==> config.mk <==
export PLATFORM = sky130hd
export DESIGN_NAME = cpsr_stack
export DESIGN_NICKNAME = d
export VERILOG_FILES = /design/src/rtl/cpsr_stack.sv
export SDC_FILE = /design/constraint.sdc
export NUM_CORES = 1
export LEC_CHECK = 0
export BUFFER_PORTS_ARGS = -buffer_cell sky130_fd_sc_hd__clkbuf_2
export CORE_ASPECT_RATIO = 0.9
export CORE_MARGIN = 1
export CORE_UTILIZATION = 35
export CTS_CLUSTER_SIZE = 10
export DETAILED_ROUTE_END_ITERATION = 6
export HOLD_SLACK_MARGIN = 0.03
export PLACE_DENSITY = 0.65
export SYNTH_ARGS = -nofsm -noshare
export SYNTH_HDL_FRONTEND = slang
export SYNTH_SLANG_ARGS = --single-unit
==> constraint.sdc <==
create_clock -name clk -period 4 [get_ports clk]
set_clock_uncertainty 0.05 [all_clocks]
set_input_delay 0.4 -clock clk [delete_from_list [all_inputs] [get_ports clk]]
set_output_delay 0.4 -clock clk [all_outputs]
set_load 0.005 [all_outputs]
==> src/rtl/cpsr_stack.sv <==
// rtl/cpsr_stack.sv - condition flag register with masked update, branch evaluator and save/restore stack
// Optional feature: CPSR_FWD_EN (evaluator sees next-state flags instead of the current register)
module cpsr_stack #(
    parameter int NFLAGS = 4,
    parameter int DEPTH  = 4
) (
    input  logic              clk,
    input  logic              reset,
    input  logic [NFLAGS-1:0] flag_in,
    input  logic [NFLAGS-1:0] flag_upd_mask,
    input  logic              cond_valid,
    input  logic [3:0]        cond_sel,
    input  logic              push,
    input  logic              pop,
    output logic [NFLAGS-1:0] flags_out,
    output logic              branch_taken,
    output logic              branch_vld,
    output logic              stk_full,
    output logic              stk_empty,
    output logic              stk_err
);

    localparam int CW = $clog2(DEPTH + 1);
    localparam int IW = (DEPTH > 1) ? $clog2(DEPTH) : 1;

    logic [NFLAGS-1:0] flags_q;
    logic [NFLAGS-1:0] flags_nxt;
    logic [NFLAGS-1:0] eval_flags;
    logic [NFLAGS-1:0] stack_mem [DEPTH];
    logic [CW-1:0]     count_q;
    logic [IW-1:0]     top_idx;
    logic [IW-1:0]     wr_idx;
    logic              full;
    logic              empty;
    logic              do_push;
    logic              do_pop;
    logic              do_swap;
    logic              err_evt;
    logic              cond_res;
    logic              z_f, s_f, v_f, c_f;

    assign full    = (count_q == CW'(DEPTH));
    assign empty   = (count_q == '0);
    assign top_idx = IW'(count_q - CW'(1));
    assign wr_idx  = IW'(count_q);

    // push&pop on an empty stack degrades to a plain push
    always_comb begin
        do_swap   = push & pop & ~empty;
        do_pop    = pop & ~push & ~empty;
        do_push   = push & (~pop | empty) & ~full;
        err_evt   = (push & ~pop & full) | (pop & ~push & empty);
        flags_nxt = (flags_q & ~flag_upd_mask) | (flag_in & flag_upd_mask);
        if (do_pop || do_swap) begin
            flags_nxt = stack_mem[top_idx];
        end else if (pop && !push) begin
            flags_nxt = flags_q;
        end
    end

`ifdef CPSR_FWD_EN
    assign eval_flags = flags_nxt;
`else
    assign eval_flags = flags_q;
`endif

    assign z_f = eval_flags[0];
    assign s_f = eval_flags[1];
    assign v_f = eval_flags[2];
    assign c_f = eval_flags[3];

    always_comb begin
        cond_res = 1'b0;
        case (cond_sel)
            4'd0:    cond_res = z_f;
            4'd1:    cond_res = ~z_f;
            4'd2:    cond_res = s_f ^ v_f;
            4'd3:    cond_res = ~(s_f ^ v_f);
            4'd4:    cond_res = v_f;
            4'd5:    cond_res = ~v_f;
            4'd6:    cond_res = s_f;
            4'd7:    cond_res = ~s_f;
            4'd8:    cond_res = c_f;
            4'd9:    cond_res = ~c_f;
            4'd10:   cond_res = ~z_f & ~(s_f ^ v_f);
            4'd11:   cond_res = z_f | (s_f ^ v_f);
            4'd12:   cond_res = 1'b1;
            default: cond_res = 1'b0;
        endcase
    end

    always_ff @(posedge clk) begin
        if (reset) begin
            flags_q      <= '0;
            count_q      <= '0;
            stk_err      <= 1'b0;
            branch_vld   <= 1'b0;
            branch_taken <= 1'b0;
        end else begin
            flags_q    <= flags_nxt;
            branch_vld <= cond_valid;
            if (cond_valid) begin
                branch_taken <= cond_res;
            end
            if (err_evt) begin
                stk_err <= 1'b1;
            end
            if (do_push) begin
                count_q <= count_q + CW'(1);
            end else if (do_pop) begin
                count_q <= count_q - CW'(1);
            end
        end
    end

    // Stack contents are don't-care while count excludes them, so no reset here
    always_ff @(posedge clk) begin
        if (!reset) begin
            if (do_push) begin
                stack_mem[wr_idx] <= flags_q;
            end else if (do_swap) begin
                stack_mem[top_idx] <= flags_q;
            end
        end
    end

    assign flags_out = flags_q;
    assign stk_full  = full;
    assign stk_empty = empty;

endmodule

# Word-level counts from Yosys, hierarchy flattened

Memories as Yosys holds them, arrays and structs flattened.
Index checks and enable logic that the tools add are counted.

Memories kept: 1
Logic and storage cells: 71
Input bits: 17
Bits in registers: 10
Output and inout bits: 9
Memory bits (writable): 16

Memories:

| name      | depth | width | read ports | clocked after Yosys merged registers in | wr ports | line | text |
|---|---|---|---|---|---|---|---|
| stack_mem | 4     | 4     | 1          | 0                                       | 1        | 29   | `logic [NFLAGS-1:0] stack_mem [DEPTH];` |

Bitwise operators: 27
Reductions and logical operators: 7
$add $sub $neg: 2
Equality and inequality tests: 14
Mux-type cells: 15

Operators with widths:

| operator              | number |
|---|---|
| $eq A4 B4 Y1 const B  | 5 |
| $eq A4 B3 Y1 const B  | 4 |
| $pmux W1 S13          | 1 |
| $mux W4               | 3 |
| $and A1 B1 Y1         | 10 |
| $not A1 Y1            | 9 |
| $and A4 B4 Y4         | 2 |
| $eq A4 B2 Y1 const B  | 2 |
| $mux W1               | 8 |
| $mux W3               | 2 |
| $eq A4 B1 Y1 const B  | 1 |
| $logic_not A4 Y1      | 1 |
| $not A4 Y4            | 1 |
| $or A4 B4 Y4          | 1 |
| $reduce_or A4 Y1      | 1 |
| $add A3 B1 Y3 const B | 1 |
| $eq A3 B3 Y1 const B  | 1 |
| $logic_not A3 Y1      | 1 |
| $or A1 B1 Y1          | 3 |
| $sub A3 B1 Y3 const B | 1 |
| $mux W2               | 1 |
| $ne A2 B2 Y1 const B  | 1 |
| $reduce_bool A2 Y1    | 1 |
| $logic_and A1 B1 Y1   | 1 |
| 3 further kinds       | 3 |

# Depth between registers and ports, before layout

Gate-level depths: netlist of run 1.

Depth in word-level cells: 9
Depth in mapped cells: 8
Depth with buffers taken out: 6

# Worst setup path before layout of run 1

OpenSTA, ideal clock, no wires.

Kind: register -> register
From: register count_q[0]
To: memory stack_mem[3][0], enable pin
Library setup time: 0.339 ns
Slack: 1.831 ns
Path buffers: 2
Arrival time: 1.780 ns
Data required time: 3.611 ns
Period minus slack after synthesis: 2.169 ns
Cell stages (with the launch flop): 9
Cell sequence: dfxtp_1 buf_4 inv_1 ha_1 clkbuf_8 nand2b_4 nand2_2 or3_1 a21oi_1

Longest elaborated chain between the ends: 9
Elaborated cells on any way between the ends: 19
Classes of those cells: add/sub: 1; eq/ne: 1; mux: 9; bitwise: 6; reduce/logical: 2

Ends and longest elaborated chain:

| item                                                | line    | text |
|---|---|---|
| start, declared                                     | 30      | `logic [CW-1:0] count_q;` |
| start signal, assigned                              | 109     | `count_q <= count_q + CW'(1);` |
| start signal, assigned                              | 111     | `count_q <= count_q - CW'(1);` |
| $logic_not A3 Y1                                    | 43      | `assign empty = (count_q == '0);` |
| $or A1 B1 Y1 / $not A1 Y1 (equally long branches)   | 51, 49  |  |
| $and A1 B1 Y1, on equally long branches             | 51, 49  |  |
| $and A1 B1 Y1 / $mux W1 (equally long branches)     | 51, 121 |  |
| $mux W1                                             | 119     | `if (do_push) begin` |
| $mux W1                                             | 118     | `if (!reset) begin` |
| $mux W1 (not written as such)                       | 122     | `stack_mem[top_idx] <= flags_q;` |
| $reduce_or A4 Y1 (no line)                          | -       |  |
| $mux W2 (no line) / $mux W1 (equally long branches) | -       |  |
| end, declared                                       | 29      |  |

Parallel ways exist; a longest one is shown, timed or not.

# Final worst setup path of run 1

From: register count_q[0]
To: memory stack_mem[3][1], enable pin

The elaborated chain is that of the path after synthesis.

==> reports/results.md, run 1 <==
### Global routing
- met3 capacity usage during global routing: 2.58%
- met2 track utilization from global routing: 20.9%
- busiest layer in global routing: met2
- antenna violations before repair: 0
- maximum number of pins on one net before global-route repair: 16
- total global-route track usage: 13.5%
- met1 usage in global routing: 19.6%
- via count of the first global-routing pass: 974
- global-route wire length before repair: 4640 microns
- total congestion overflow: 0

### Detailed routing
- via-per-instance ratio: 5.50
- DR pass1 iterations: 4
- via count of the routed design: 1116
- final WL: 2860 microns
- Iteration-0 DRC Markers: 64
- number of design rule violations left after detail routing: 0
- routed wirelength normalized by instance count: 14.1 microns
- Antenna Nets Post-Route: 0

### Yosys
- Mapped Nets: 157
- average footprint of a synthesized cell: 10.5 sq um
- sequential area share after synthesis: 47.3%
- number of distinct standard cells referenced by the synthesized netlist: 41
- flop and latch count out of synthesis: 26
- synthesized instance count: 137
- post-synth top area cell: sky130_fd_sc_hd__edfxtp_1
- top cells by area in the synthesized netlist: sky130_fd_sc_hd__edfxtp_1 33%, sky130_fd_sc_hd__dfxtp_1 14%, sky130_fd_sc_hd__mux4_2 6.3%, sky130_fd_sc_hd__a21oi_1 4.2%, sky130_fd_sc_hd__nand3_1 4.2%
- portion of synthesized cell area occupied by the leading cell type: 33.4%
- Syn Std Cell Area: 1440 sq um
- YS warnings: 0

### Status
- outcome: finished, final reports clean

### Timing
- max frequency: 386 MHz
- setup repair after global routing missed its margin: false
- final worst-path cycle share: 64.7%
- final count of pins violating max slew: 0
- Final Hold Viols: 0
- headroom to the max-slew limit: 71.3%
- Final setup viols: 0
- sum of negative setup slack: 0 ps
- post-route minimum period: 2590 ps
- slew of the pin with the lowest slew margin: 418 ps

### Die
- cell row count: 21
- Die ar.: 4380 sq um
- num ports: 26
- core box area: 3840 sq um
- horizontal extent of the die: 69.6 microns
- die height: 62.9 microns
- initial standard-cell utilization of the core: 37.5%

### Power
- worst vdd ir: 203 uV
- total power density per cell area: 457 nW/um^2
- standby leakage power: 0.622 nW

### Clocking
- buffer depth of the longest clock path: 2
- post-cts gate resize count: 0
- clock net sink count: 26
- clk_lat worst skew: 270 ps
- Post-CTS Setup Repair Bufs: 0
- clock-pin slew of the registers on the worst-case setup and hold paths: 90 ps
- clock tree root buffer cell: sky130_fd_sc_hd__clkbuf_8
- number of CTS-inserted buffers: 3
- H-Tree Level Count: 1
- CTS tree: done
- total of hold buffers inserted after clock tree synthesis: 0

### Worst setup path
- kind of cell adding the most delay to the critical path: simple AND/OR/NAND/NOR gates
- Required @ worst endpoint: 3880 ps
- endpoint kind of the worst setup timing path: register
- crit start category: register
- slowest stage cell, crit path: sky130_fd_sc_hd__dfxtp_1
- largest fanout on the critical path: 12
- number of buffer and inverter stages on the critical path: 1
- cell-by-cell trace of the critical path: inv_1 -> ha_1 -> nand2b_4 -> nand2_2 -> or3_1 -> a21oi_1
- slowest cell delay on critical path: 610 ps
- type of the worst setup path: register to register
- register-to-register path setup slack: 1410 ps
- arrival time reported for the critical path endpoint: 2470 ps

### Final layout
- final-layout fill cell count: 364
- final non-filler cell area: 1640 sq um
- share of layout cells above drive strength 1: 23.6%
- area growth from synthesis to final layout: 13.6%
- share of the core filled with cells in the final layout: 42.6%
- number of nets in the finished design: 178
- Antenna diodes: 0

### Placement
- placed cell areas: 1570 sq um
- routability congestion estimate from global placement: 0.899
- count of port buffers added during placement: 25
- HPWL Detailed: 2160 microns

### Job
- number of maximum-capacitance constraint violations: 0

### Worst hold path
- worst hold path type: input pin to register

kinds of logic after synthesis:
logic type	count (synthesis)	synth area share (%)
AOI/OAI and AO/OA	28	13.4
buffers and inverters	15	5.30
DFF	26	47.3
and+or+nand+nor	55	21.3
adders and majority gates	3	2.61
xor gates and xnor gates	3	1.82
muxes	7	8.34
layout make-up:
| type | count | area (sq um) | share of cell area (%) |
|---|---|---|---|
| clock buffer | 4 | 66.3 | 4.06 |
| inverter | 6 | 22.5 | 1.38 |
| multi-input combinational | 96 | 683 | 41.8 |
| sequential | 26 | 681 | 41.6 |
| tap | 46 | 57.6 | 3.52 |
| timing repair buffer | 25 | 125 | 7.65 |
path summary, 6_finish.rpt:
kind,to,startpoint,cells after the start
worst min-delay path,branch_vld,cond_valid,2
worst max register to register,stack_mem[3][1],count_q[0],6
worst min register to register,stk_err,stk_err,2
worst max-delay path,stack_mem[3][1],count_q[0],6
report_power, final:
group,switching (mW),internal (mW),total [mW]
Sequential,0.0391,0.319,0.358
Clock,0.0771,0.109,0.186
Combinational,0.109,0.0951,0.204
Total,0.225,0.522,0.748
Yosys cell counts, drive strengths merged:
master and count:
edfxtp 16, a21oi 13, nand3 12, nand2 11, dfxtp 10, nand2b 8, nor2 7, a311oi 6
inv 6, buf 5, clkbuf 4, mux4 4, nor2b 4, ha 3, mux2i 3, a21o 2
nand3b 2, nand4 2, or3 2, xnor2 2, a22o 1, a31oi 1, and2 1, nand4bb 1
nor3 1, nor4 1, nor4b 1, o2111a 1, o211ai 1, o21ai 1, o221ai 1, o41ai 1
or2b 1, or4 1, xor2 1
cell usage in the layout (no fill, tap or decap), types with 2 or more instances in the layout:
cell type	instances
sky130_fd_sc_hd__nor2b_1	4
sky130_fd_sc_hd__a21o_1	2
sky130_fd_sc_hd__nand2_1	10
sky130_fd_sc_hd__ha_1	3
sky130_fd_sc_hd__nor2_1	7
sky130_fd_sc_hd__or3_1	2
sky130_fd_sc_hd__clkbuf_8	3
sky130_fd_sc_hd__nand3_1	12
sky130_fd_sc_hd__edfxtp_1	16
sky130_fd_sc_hd__nand2b_1	7
sky130_fd_sc_hd__mux4_2	4
sky130_fd_sc_hd__a311oi_1	6
sky130_fd_sc_hd__xnor2_1	2
sky130_fd_sc_hd__clkbuf_2	25
sky130_fd_sc_hd__a21oi_1	12
sky130_fd_sc_hd__dfxtp_1	10
sky130_fd_sc_hd__mux2i_1	3
sky130_fd_sc_hd__nand3b_1	2
sky130_fd_sc_hd__nand4_1	2
sky130_fd_sc_hd__inv_1	6
routing by layer:
layer / up-vias / routed length, microns
met5: - / 0
met2: 31 / 1300
li1: 551 / -
met4: 0 / 27
met1: 532 / 1380
met3: 2 / 156
stage by stage:
stage          instances  hold WS (ps)  worst slack (ps)  power [mW]
2_1_floorplan        137           410              1830       0.514
3_3_place_gp         199           411              1550       0.562
3_5_place_dp         199           408              1420       0.568
4_1_cts              203           329              1410       0.751
5_1_grt              203           342              1200       0.789
6_report             203           328              1410       0.748
No activity file was read; power rests on OpenSTA's default activity.
==> run 2: changes to the inputs <==
Clock period 4 ns to 2.5 ns, I/O delays scaled along.
==> run 2 against run 1 <==
  * First-iteration DRC count shrank 25%
  * Final area up 1.7%
  * Sequential power grew 56%
  * Global-route usage grew 1.4 points
  * Die area stayed put
  * Worst setup slack got worse by 1100 ps
  * Fmax grew 17%
  * Largest cell class unchanged
  * Largest power group unchanged
==> reports/results.md, run 2 (synthesized netlist as in run 1, its figures left out) <==
### Power
- standby leakage power: 0.639 nW, was 0.622 nW
- worst vdd ir: 352 uV, was 203 uV
- total power density per cell area: 766 nW/um^2, was 457 nW/um^2

### Placement
- Placed Cells: 202, was 199
- HPWL Detailed: 2320 microns, was 2160 microns
- routability congestion estimate from global placement: 0.832, was 0.899
- count of port buffers added during placement: 25, unchanged
- Setup WS pre-CTS: 344 ps, was 1420 ps

### Worst setup path
- slowest cell delay on critical path: 410 ps, was 610 ps
- instance count on the critical path: 6, unchanged
- slowest stage cell, crit path: sky130_fd_sc_hd__mux2i_1, was sky130_fd_sc_hd__dfxtp_1
- kind of cell adding the most delay to the critical path: multiplexers, was simple AND/OR/NAND/NOR gates
- cell-by-cell trace of the critical path: inv_1 -> ha_1 -> buf_4 -> mux2i_1 -> nand3_1 -> a21oi_1, was inv_1 -> ha_1 -> nand2b_4 -> nand2_2 -> or3_1 -> a21oi_1
- beginning of the critical path: count_q[0], unchanged
- largest fanout on the critical path: 8, was 12
- endpoint kind of the worst setup timing path: register, unchanged
- type of the worst setup path: register to register, unchanged
- launch instance of the worst register-to-register path: count_q[0], unchanged
- RR Endpoint: stack_mem[2][1], was stack_mem[3][1]
- crit start category: register, unchanged
- worst-case reg-to-reg path depth: 6, unchanged
- number of buffer and inverter stages on the critical path: 2, was 1
- register-to-register path setup slack: 290 ps, was 1410 ps
- arrival time reported for the critical path endpoint: 2100 ps, was 2470 ps
- Required @ worst endpoint: 2380 ps, was 3880 ps

### Clocking
- post-cts gate resize count: 0, unchanged
- clk_lat worst skew: 270 ps, about the same
- clock-pin slew of the registers on the worst-case setup and hold paths: 90 ps, about the same
- total of hold buffers inserted after clock tree synthesis: 0, unchanged
- CTS tree: done, unchanged
- number of CTS-inserted buffers: 3, unchanged
- clock tree root buffer cell: sky130_fd_sc_hd__clkbuf_8, unchanged
- Post-CTS Setup Repair Bufs: 0, unchanged
- H-Tree Level Count: 1, unchanged
- clock net sink count: 26, unchanged
- buffer depth of the longest clock path: 2, unchanged

### Die
- initial standard-cell utilization of the core: 37.5%, unchanged
- horizontal extent of the die: 69.6 microns, unchanged
- cell row count: 21, unchanged
- die height: 62.9 microns, unchanged
- core box area: 3840 sq um, unchanged
- num ports: 26, unchanged
- Die ar.: 4380 sq um, unchanged

### Final layout
- most used cells in the layout excluding fill and tap cells: 25 x sky130_fd_sc_hd__clkbuf_2, 16 x sky130_fd_sc_hd__edfxtp_1, 12 x sky130_fd_sc_hd__nand3_1, 12 x sky130_fd_sc_hd__a21oi_1, unchanged
- share of layout cells above drive strength 1: 25.0%, was 23.6%
- final-layout fill cell count: 361, was 364
- number of nets in the finished design: 181, was 178
- most frequent standard cell in the layout excluding fill and tap cells: sky130_fd_sc_hd__clkbuf_2, unchanged
- Antenna diodes: 0, unchanged
- sequential cell area: 681 sq um, unchanged
- Final Non-Filler Cells: 206, was 203
- area of the multi-input gates: 683 sq um, unchanged
- area growth from synthesis to final layout: 15.5%, was 13.6%

### Timing
- Final setup viols: 0, unchanged
- headroom to the max-slew limit: 70.9%, was 71.3%
- final worst-path cycle share: 88.5%, was 64.7%
- Final WS setup: 287 ps, was 1410 ps
- hold slack final: 178 ps, was 328 ps
- max frequency: 452 MHz, was 386 MHz
- slew of the pin with the lowest slew margin: 424 ps, was 418 ps
- post-route minimum period: 2210 ps, was 2590 ps
- Final Hold Viols: 0, unchanged
- final count of pins violating max slew: 0, unchanged
- sum of negative setup slack: 0 ps, unchanged
- setup repair after global routing missed its margin: false, unchanged

### Job
- number of maximum-capacitance constraint violations: 0, unchanged

### Detailed routing
- Iteration-0 DRC Markers: 48, was 64
- routed wirelength normalized by instance count: 15.3 microns, was 14.1 microns
- final WL: 3160 microns, was 2860 microns
- Antenna Nets Post-Route: 0, unchanged
- number of design rule violations left after detail routing: 0, unchanged
- via-per-instance ratio: 5.69, was 5.50
- via count of the routed design: 1173, was 1116
- DR pass1 iterations: 4, unchanged

### Status
- outcome: finished, final reports clean, unchanged

### Global routing
- total congestion overflow: 0, unchanged
- maximum number of pins on one net before global-route repair: 16, unchanged
- global-route wire length before repair: 5130 microns, was 4640 microns
- via count of the first global-routing pass: 1062, was 974
- antenna violations before repair: 0, unchanged
- total global-route track usage: 14.9%, was 13.5%

### Worst hold path
- end point of the worst hold path: branch_vld, unchanged
- worst hold path type: input pin to register, unchanged
- Hold Startpoint: cond_valid, unchanged
- hold depth: 2, unchanged

## run 2: cell count changes in the layout (fill, tap and decap cells not counted)
| cell | change |
|---|---|
| sky130_fd_sc_hd__bufinv_16 | +1 |
| sky130_fd_sc_hd__buf_4 | +3 |
| sky130_fd_sc_hd__clkbuf_16 | -1 |
## run 2: worst max-delay path by stage
stage / to / slack [ps]
after floorplan: stack_mem[3][0] / 330
final: stack_mem[2][1] / 290
after global placement: stack_mem[0][0] / 450
after detailed placement: stack_mem[2][1] / 340
after global routing: stack_mem[1][2] / 150
after CTS: stack_mem[2][1] / 320
## run 2: final cells by class
type,count,area share (%)
clock buffer,3,2.48
clock inverter,1,1.81
inverter,6,1.35
multi-input combinational,96,41.1
sequential,26,40.9
tap,46,3.46
timing repair buffer,28,8.88
## run 2: through the flow
| stage | instance area [sq um] | utilization (%) | power, mW |
|---|---|---|---|
| floorplan | 1440 | - | 0.822 |
| global placement | 1590 | 41.5 | 0.919 |
| detailed placement | 1590 | 41.5 | 0.933 |
| CTS | 1660 | 43.3 | 1.28 |
| global route | 1660 | 43.3 | 1.34 |
| finish | 1660 | 43.3 | 1.27 |
## run 2: where the power goes
group,leakage [nW],total (mW),switching [mW],internal [mW]
clock network,0.0357,0.346,0.132,0.214
logic,0.372,0.371,0.204,0.166
registers,0.231,0.557,0.0469,0.510
## run 2: layer usage
metal,GRT usage (%),share of wire (%)
met1,20.6,47
met2,23.7,46
met3,1.13,5.1
met4,7.00,2.1
met5,0,0
